File: config.mk
export PLATFORM = sky130hd
export DESIGN_NAME = intr_ctrl_n
export DESIGN_NICKNAME = d
export VERILOG_FILES = /design/src/rtl/intr_ctrl_n.sv
export SDC_FILE = /design/constraint.sdc
export NUM_CORES = 1
export LEC_CHECK = 0
export ABC_CLOCK_PERIOD_IN_PS = 2200
export CORE_ASPECT_RATIO = 0.7
export CORE_MARGIN = 2
export CORE_UTILIZATION = 38
export CTS_BUF_LIST = sky130_fd_sc_hd__clkbuf_16
export CTS_CLUSTER_SIZE = 25
export DETAILED_ROUTE_END_ITERATION = 10
export PLACE_DENSITY = 0.69
export SYNTH_ARGS = -nofsm -noshare
export SYNTH_HDL_FRONTEND = slang
export SYNTH_SLANG_ARGS = --single-unit
File: constraint.sdc
create_clock -name clk_i -period 2.2 [get_ports clk_i]
set_clock_uncertainty 0.15 [all_clocks]
set_input_delay 0.66 -clock clk_i [delete_from_list [all_inputs] [get_ports clk_i]]
set_output_delay 0.66 -clock clk_i [all_outputs]
set_load 0.005 [all_outputs]
File: src/rtl/intr_ctrl_n.sv
// intr_ctrl_n: N-source interrupt controller on the peripheral bus.
//
// Synchronises N_SRC raw request lines, qualifies each as rising-edge or level,
// masks them with ENABLE, picks a winner and presents one request plus source ID
// to the core. Claim (trap taken) and mret complete the handshake so only one
// interrupt is ever in service.
//
// Ports:
//   clk_i, rst_i        clock, synchronous active-high reset
//   src_i               raw interrupt lines (asynchronous)
//   cs_i, we_i, addr_i  bus select, write strobe, byte address (addr_i[3:2] = reg)
//   wdata_i, rdata_o    bus write data, combinational read data
//   irq_o, irq_id_o     request to the core and ID of requesting/in-service source
//   claim_i, mret_i     trap-taken and mret-retired strobes from the core
//
// Register map: 0 ENABLE (rw), 1 PENDING (r, W1C edge bits), 2 MODE (rw, 1 = edge),
//               3 CLAIM (r: bit DW-1 = busy, [IDW-1:0] = ID).
//
// Optional macro INTR_PRIO_ROTATE_EN: round-robin arbitration starting after the
// last claimed ID. Undefined: fixed lowest-index priority.
module intr_ctrl_n #(
  parameter int unsigned DW    = 32,
  parameter int unsigned N_SRC = 8,
  parameter int unsigned ADDRW = 4,
  localparam int unsigned IDW  = (N_SRC > 1) ? $clog2(N_SRC) : 1
) (
  input  logic             clk_i,
  input  logic             rst_i,
  input  logic [N_SRC-1:0] src_i,
  input  logic             cs_i,
  input  logic             we_i,
  input  logic [ADDRW-1:0] addr_i,
  input  logic [DW-1:0]    wdata_i,
  output logic [DW-1:0]    rdata_o,
  output logic             irq_o,
  output logic [IDW-1:0]   irq_id_o,
  input  logic             claim_i,
  input  logic             mret_i
);

  localparam logic [1:0] StIdle   = 2'd0;
  localparam logic [1:0] StReq    = 2'd1;
  localparam logic [1:0] StActive = 2'd2;

  logic [N_SRC-1:0] sync1_q, sync2_q, hist_q;
  logic [N_SRC-1:0] enable_q, enable_d;
  logic [N_SRC-1:0] mode_q, mode_d;
  logic [N_SRC-1:0] pend_q, pend_d;
  logic [1:0]       state_q, state_d;
  logic [IDW-1:0]   id_q, id_d;
  logic [IDW-1:0]   win_id;

  logic             wr_en, rd_en, claim_take;
  logic [1:0]       reg_sel;
  logic [N_SRC-1:0] rise, elig, w1c, claim_clr;

  // Only addr_i[3:2] and wdata_i[N_SRC-1:0] carry meaning.
  logic unused_bits;
  assign unused_bits = ^{addr_i, wdata_i};

  assign wr_en   = cs_i & we_i;
  assign rd_en   = cs_i & ~we_i;
  assign reg_sel = addr_i[3:2];

  assign rise       = sync2_q & ~hist_q;
  assign elig       = pend_q & enable_q;
  assign claim_take = (state_q == StReq) && claim_i;

  // ---------------------------------------------------------------------------
  // Arbitration
  // ---------------------------------------------------------------------------
`ifdef INTR_PRIO_ROTATE_EN
  logic [IDW-1:0] ptr_q, ptr_d;

  assign ptr_d = claim_take ? id_q : ptr_q;

  // Walk offsets from farthest to nearest so the nearest eligible index after
  // the pointer is the last one written.
  always_comb begin
    win_id = '0;
    for (int k = int'(N_SRC); k >= 1; k--) begin
      int idx;
      idx = (int'(ptr_q) + k) % int'(N_SRC);
      if (elig[idx]) win_id = IDW'(idx);
    end
  end

  always_ff @(posedge clk_i) begin
    if (rst_i) ptr_q <= '0;
    else       ptr_q <= ptr_d;
  end
`else
  // Descending scan: the lowest eligible index is written last and wins.
  always_comb begin
    win_id = '0;
    for (int i = int'(N_SRC) - 1; i >= 0; i--) begin
      if (elig[i]) win_id = IDW'(i);
    end
  end
`endif

  // ---------------------------------------------------------------------------
  // Register next-state
  // ---------------------------------------------------------------------------
  always_comb begin
    enable_d = enable_q;
    mode_d   = mode_q;
    w1c      = '0;
    if (wr_en) begin
      case (reg_sel)
        2'd0:    enable_d = wdata_i[N_SRC-1:0];
        2'd1:    w1c      = wdata_i[N_SRC-1:0];
        2'd2:    mode_d   = wdata_i[N_SRC-1:0];
        default: ;
      endcase
    end
  end

  always_comb begin
    claim_clr = '0;
    for (int i = 0; i < int'(N_SRC); i++) begin
      claim_clr[i] = claim_take && (id_q == IDW'(i));
    end
  end

  // Edge bits: a new rising edge beats a same-cycle clear. Level bits simply
  // follow the synchronised line, so W1C and claim do nothing to them.
  assign pend_d = (mode_q & ((pend_q & ~(w1c | claim_clr)) | rise)) |
                  (~mode_q & sync2_q);

  // ---------------------------------------------------------------------------
  // Service FSM
  // ---------------------------------------------------------------------------
  always_comb begin
    state_d = state_q;
    id_d    = id_q;
    case (state_q)
      StIdle: begin
        if (|elig) begin
          state_d = StReq;
          id_d    = win_id;
        end
      end
      StReq: begin
        // ID is frozen here; a withdrawn request falls back to idle.
        if (claim_i)           state_d = StActive;
        else if (!elig[id_q])  state_d = StIdle;
      end
      StActive: begin
        if (mret_i) state_d = StIdle;
      end
      default: state_d = StIdle;
    endcase
  end

  always_ff @(posedge clk_i) begin
    if (rst_i) begin
      sync1_q  <= '0;
      sync2_q  <= '0;
      hist_q   <= '0;
      enable_q <= '0;
      mode_q   <= '0;
      pend_q   <= '0;
      state_q  <= StIdle;
      id_q     <= '0;
    end else begin
      sync1_q  <= src_i;
      sync2_q  <= sync1_q;
      hist_q   <= sync2_q;
      enable_q <= enable_d;
      mode_q   <= mode_d;
      pend_q   <= pend_d;
      state_q  <= state_d;
      id_q     <= id_d;
    end
  end

  // ---------------------------------------------------------------------------
  // Outputs
  // ---------------------------------------------------------------------------
  assign irq_o    = (state_q == StReq);
  assign irq_id_o = id_q;

  always_comb begin
    rdata_o = '0;
    if (rd_en) begin
      case (reg_sel)
        2'd0: rdata_o[N_SRC-1:0] = enable_q;
        2'd1: rdata_o[N_SRC-1:0] = pend_q;
        2'd2: rdata_o[N_SRC-1:0] = mode_q;
        default: begin
          rdata_o[DW-1]    = (state_q != StIdle);
          rdata_o[IDW-1:0] = id_q;
        end
      endcase
    end
  end

endmodule

## Yosys cells after proc, flatten, opt, wreduce, memory -nomap -nowiden

Cells that the tools add are included.

| operators by class | value |
|---|---|
| $lt $le $gt $ge | 1 |
| eq/ne operators | 14 |
| muxes and demuxes | 22 |
| bitwise logic cells | 14 |
| reductions and logical operators | 19 |

Operator list:

| kind | count |
|---|---|
| AND 8 bit | 5 |
| 2-to-1 mux 3 bit | 8 |
| 2-to-1 mux 8 bit | 3 |
| inverter 8 bit | 3 |
| bitwise OR 8 bit | 3 |
| one-hot mux 5 bit (3 select lines) | 1 |
| == test 3 bit, second input constant | 4 |
| logical AND 1 bit | 9 |
| one-hot mux 3 bit (3 select lines) | 1 |
| 2-to-1 mux 2 bit | 4 |
| OR reduction 8 bit | 1 |
| == test 3 x 2 -> 1 bit, second input constant | 2 |
| one-hot mux 2 bit (3 select lines) | 1 |
| AND reduction 2 bit | 3 |
| == test 2 x 1 -> 1 bit, second input constant | 2 |
| == test 2 bit, second input constant | 2 |
| zero test 2 bit | 2 |
| < comparator 3 x 4 -> 1 bit, second input constant | 1 |
| != test 2 bit, second input constant | 2 |
| binary-select mux 1 bit (select 3 bit) | 1 |
| == test 3 x 1 -> 1 bit, second input constant | 1 |
| zero test 3 bit | 1 |
| 2-to-1 mux 1 bit | 3 |
| != test 3 bit, second input constant | 1 |
| other kinds (5) | 6 |

| word-level totals | value |
|---|---|
| register bits after elaboration | 53 |
| input bits | 50 |
| output and inout port bits | 36 |
| word-level logic and storage cells | 78 |

## Logic depth before layout (Yosys ltp)

| depth | value |
|---|---|
| word-level depth | 9 |
| mapped depth | 5 |

## Worst setup path after synthesis

No wires, ideal clock.

| timing | value |
|---|---|
| path kind | input to output |
| from | input port addr_i[3] |
| to | output port rdata_o[2] |
| data arrival time | 1.307 ns |
| path slack | 0.083 ns |
| stages on the path | 2 |
| cells stage by stage | mux4_1 > nor2b_1 |

| between the ends | value |
|---|---|
| longest elaborated chain between the ends | 3 |
| elaborated cells between the ends (all ways) | 5 |
| classes of those cells | 2 x eq/ne; 2 x mux; 1 x reduce/logical |

Ends and longest elaborated chain:

| item | RTL line | source |
|---|---|---|
| start, declared | 32 | `input logic [ADDRW-1:0] addr_i,` |
| == test 2 bit, or another cell as far along | 187 | `case (reg_sel)` |
| one-hot mux 3 bit (3 select lines) (*) | 187 |  |
| 2-to-1 mux 8 bit (*) | 186 | `if (rd_en) begin` |
| end, declared | 34 | `output logic [DW-1:0] rdata_o,` |

Every way passes the cells marked *; elsewhere a longest branch is shown, timed or not.

## Worst setup path in the final report

Ends and elaborated chain as after synthesis.

==> reports/metrics.json <==
{
  "run_status": {
    "run_status": "finished, violations left",
    "violations": "setup timing"
  },
  "critical_path": {
    "cp.buffers_inverters": 2,
    "rr_startpoint": "irq_id_o[2]$_SDFFE_PP0P_",
    "worstPathCellList": "buf_12 -> mux4_2 -> nor2b_1 -> buf_2",
    "arrival_ns": 1.52,
    "worst_path_dominant_cell_family": "multiplexers",
    "worst_setup_path_start_kind": "input port",
    "worstSetupPathType": "in -> out",
    "worst-r2r-setup-slack_ns": 0.69,
    "timing.reg2reg.worst_path_depth": 6,
    "end_kind": "output pin",
    "critical-path-slowest-cell": "mux4_2",
    "worstReg2RegEnd": "pend_q[4]$_SDFF_PP0_",
    "critPathRequiredTime_ns": 1.39,
    "worst-path-max-fanout": 4,
    "timing.critical_path.slowest_cell_delay_ns": 0.49
  },
  "timing": {
    "drv_slew": 0,
    "rsz0062_at_grt": "yes",
    "post-route-worst-setup-slack_ns": -0.126,
    "timing.setup.tns_ns": -0.669,
    "finalHoldViolCount": 0,
    "period_share": 1.06,
    "timing.final.crit_period_ns": 2.33,
    "report.final.setup_viol": 8,
    "max_freq_mhz": 430,
    "final.hold.worst_slack_ns": 0.289
  },
  "yosys": {
    "syn-cell-area_sq_um": 2510,
    "synth-main-ff-cell": "dfxtp_1",
    "synth_top_cell_by_area": "dfxtp_1",
    "synth_largest_type_area_fraction": 0.422,
    "synth_enable_flop_cells": 0,
    "postSynthCellCount": 276,
    "synthDistinctLibCells": 43,
    "synth_seq_cells": 53,
    "syn_avg_cell_area_sq_um": 9.11,
    "synth_area_leaders": "dfxtp_1 42%, nor2b_1 7.7%, buf_4 6.9%",
    "seq_area_frac_synth": 0.422,
    "ys_async_sr_fraction": 0,
    "warnings_from_yosys": 0
  },
  "global_route": {
    "grt_use_total": 0.169,
    "pin_count_of_the_biggest_net_entering_global_routing": 38,
    "antenna_found_initial": 0,
    "overflow": 0,
    "grt_first_pass_wirelength_um": 9560,
    "grt_util_met2": 0.249,
    "via_count_of_the_first_global_routing_pass": 1855,
    "gr-max-usage-layer": "met1",
    "gr-usage-met1": 0.259,
    "grt_util_met3": 0.0366
  },
  "route": {
    "routed-via-count": 2031,
    "drt.antenna.violating_nets": 0,
    "route.detailed.vias_per_inst": 4.87,
    "firstDrtPassIters": 4,
    "routed_wirelength_normalized_by_instance_count_um": 14.4,
    "drt-total-wl_um": 6020,
    "first_iter_violations": 82,
    "drc_errors": 0
  },
  "clock_network": {
    "clk_pin_slew_ns": 0.07,
    "root_buffer": "clkbuf_16",
    "hold_buffers": 0,
    "tritoncts_num_sinks": 53,
    "clock_tree_from_tritoncts": "yes",
    "htreeDepth": 2,
    "clk_path_buf_depth": 2,
    "tritoncts.num_buffers": 5,
    "clk-insertion-delay-late_ns": 0.29
  },
  "power_and_ir_drop": {
    "worst_ir_drop_vdd_mv": 0.373,
    "power.density_nw_per_um2": 603,
    "power_switching_share": 0.232,
    "leakagePower_nw": 1.30,
    "share_comb_of_total_power": 0.104,
    "internal-power_w": 0.00152,
    "power_share_of_the_sequential_group": 0.505,
    "clock_power_share": 0.391,
    "power_switching_w": 0.000458
  },
  "place": {
    "buffers_on_ports": 36,
    "dp_slack_ns": -1.03,
    "globalplace.congestion": 0.889,
    "detailed_placement_wirelength_estimate_um": 4400
  },
  "finish": {
    "leading_cell_type_in_the_layout_fill_and_taps_excluded": "dfxtp_1",
    "mostFrequentLayoutCells": "52 x dfxtp_1, 45 x nand2_1, 30 x nor2b_1, 24 x buf_4, 23 x conb_1",
    "area_growth_syn_to_fin_pct": 30.6,
    "antenna_cells_inserted": 0,
    "num-fill-cells": 615,
    "num-nets-final": 388,
    "drive_above_1_share": 0.224
  },
  "floorplan": {
    "boundaryPins": 86,
    "die_w_um": 101,
    "die_height_um": 72.0,
    "die_area_sq_um": 7290,
    "start_util": 0.399,
    "core_area_sq_um": 6310,
    "core.rowCount": 24
  },
  "job": {
    "max-cap-violations": 0
  },
  "worst_hold_path": {
    "whs_path_depth": 1,
    "timing.hold.worst.start": "sync1_q[1]$_SDFF_PP0_",
    "hold_end": "sync2_q[1]$_SDFF_PP0_",
    "hold_class": "reg -> reg"
  }
}
state kept, by name, indices dropped and copies added, names as in the netlist:
| signal | cells |
|---|---|
| pend_q | 8 |
| state_q | 2 |
| irq_id_o | 3 |
| mode_q | 8 |
| sync1_q | 8 |
| sync2_q | 8 |
| enable_q | 8 |
| hist_q | 8 |
metal layers:
metal | share of wire | wire length, um
met4 | 0.0025 | 15
met5 | 0 | 0
met3 | 0.052 | 313
met2 | 0.44 | 2670
met1 | 0.50 | 3030
cell families after synthesis:
| logic type | share of synthesized area |
|---|---|
| AOI/OAI and AO/OA | 0.152 |
| buffers and inverters | 0.0966 |
| other | 0.00149 |
| and+or+nand+nor | 0.246 |
| muxes | 0.0816 |
| DFF | 0.422 |
power groups by stage:
stage / sequential, W / combinational, W / clock [W]
2_1_floorplan: 0.00102 / 0.000116 / 0
3_3_place_gp: 0.00102 / 0.000175 / 0
3_5_place_dp: 0.00102 / 0.000176 / 0
4_1_cts: 0.00100 / 0.000203 / 0.000791
5_1_grt: 0.00100 / 0.000223 / 0.000833
6_report: 0.00100 / 0.000206 / 0.000773
through the flow:
stage	std cells	power [W]	utilization	instance area, sq um
3_5_place_dp	404	0.00120	0.480	3030
4_1_cts	417	0.00199	0.517	3260
5_1_grt	417	0.00206	0.521	3280
6_report	417	0.00198	0.521	3280
3_3_place_gp	404	0.00120	0.480	3030
2_1_floorplan	298	0.00114	-	2600
area by class of cell:
cell class	instances	area (sq um)	share of cell area
Timing Repair Buffer	68	639	0.195
Clock inverter	3	21.3	0.00648
Sequential cell	53	1060	0.324
Inverter	1	3.75	0.00114
Clock buffer	5	125	0.0381
Multi-Input combinational cell	209	1330	0.405
Tap cell	78	97.6	0.0297
worst max-delay path by stage:
| stage | endpoint | cells past startpoint | slack, ns | start |
|---|---|---|---|---|
| after floorplan | rdata_o[2] | 2 | 0.08 | addr_i[3] |
| after global placement | rdata_o[2] | 4 | -1.01 | addr_i[3] |
| after detailed placement | rdata_o[2] | 4 | -1.03 | addr_i[3] |
| after CTS | rdata_o[2] | 4 | -0.13 | addr_i[3] |
| after global routing | rdata_o[2] | 4 | -0.16 | addr_i[3] |
| final | rdata_o[2] | 4 | -0.13 | addr_i[3] |
Yosys cell counts, drive strengths merged, types with 3 or more instances:
cell type	instances
dfxtp	53
nand2	45
nor2b	32
buf	31
nor2	23
a21oi	16
mux2i	13
a22o	5
nor3	5
a2111oi	4
a211oi	4
a21o	4
a22oi	4
clkbuf	4
mux4	3
nand2b	3
nand3	3
timing repair:
action / 4_1_cts / 5_1_grt
cloned: 1 / 0
setup buffers: 4 / 0
setup endpoints to repair: 21 / 11
resized for setup: 72 / 5
hold endpoints to repair: 0 / 0
pin swaps: 11 / 5
(Power assumes the default switching activity.)
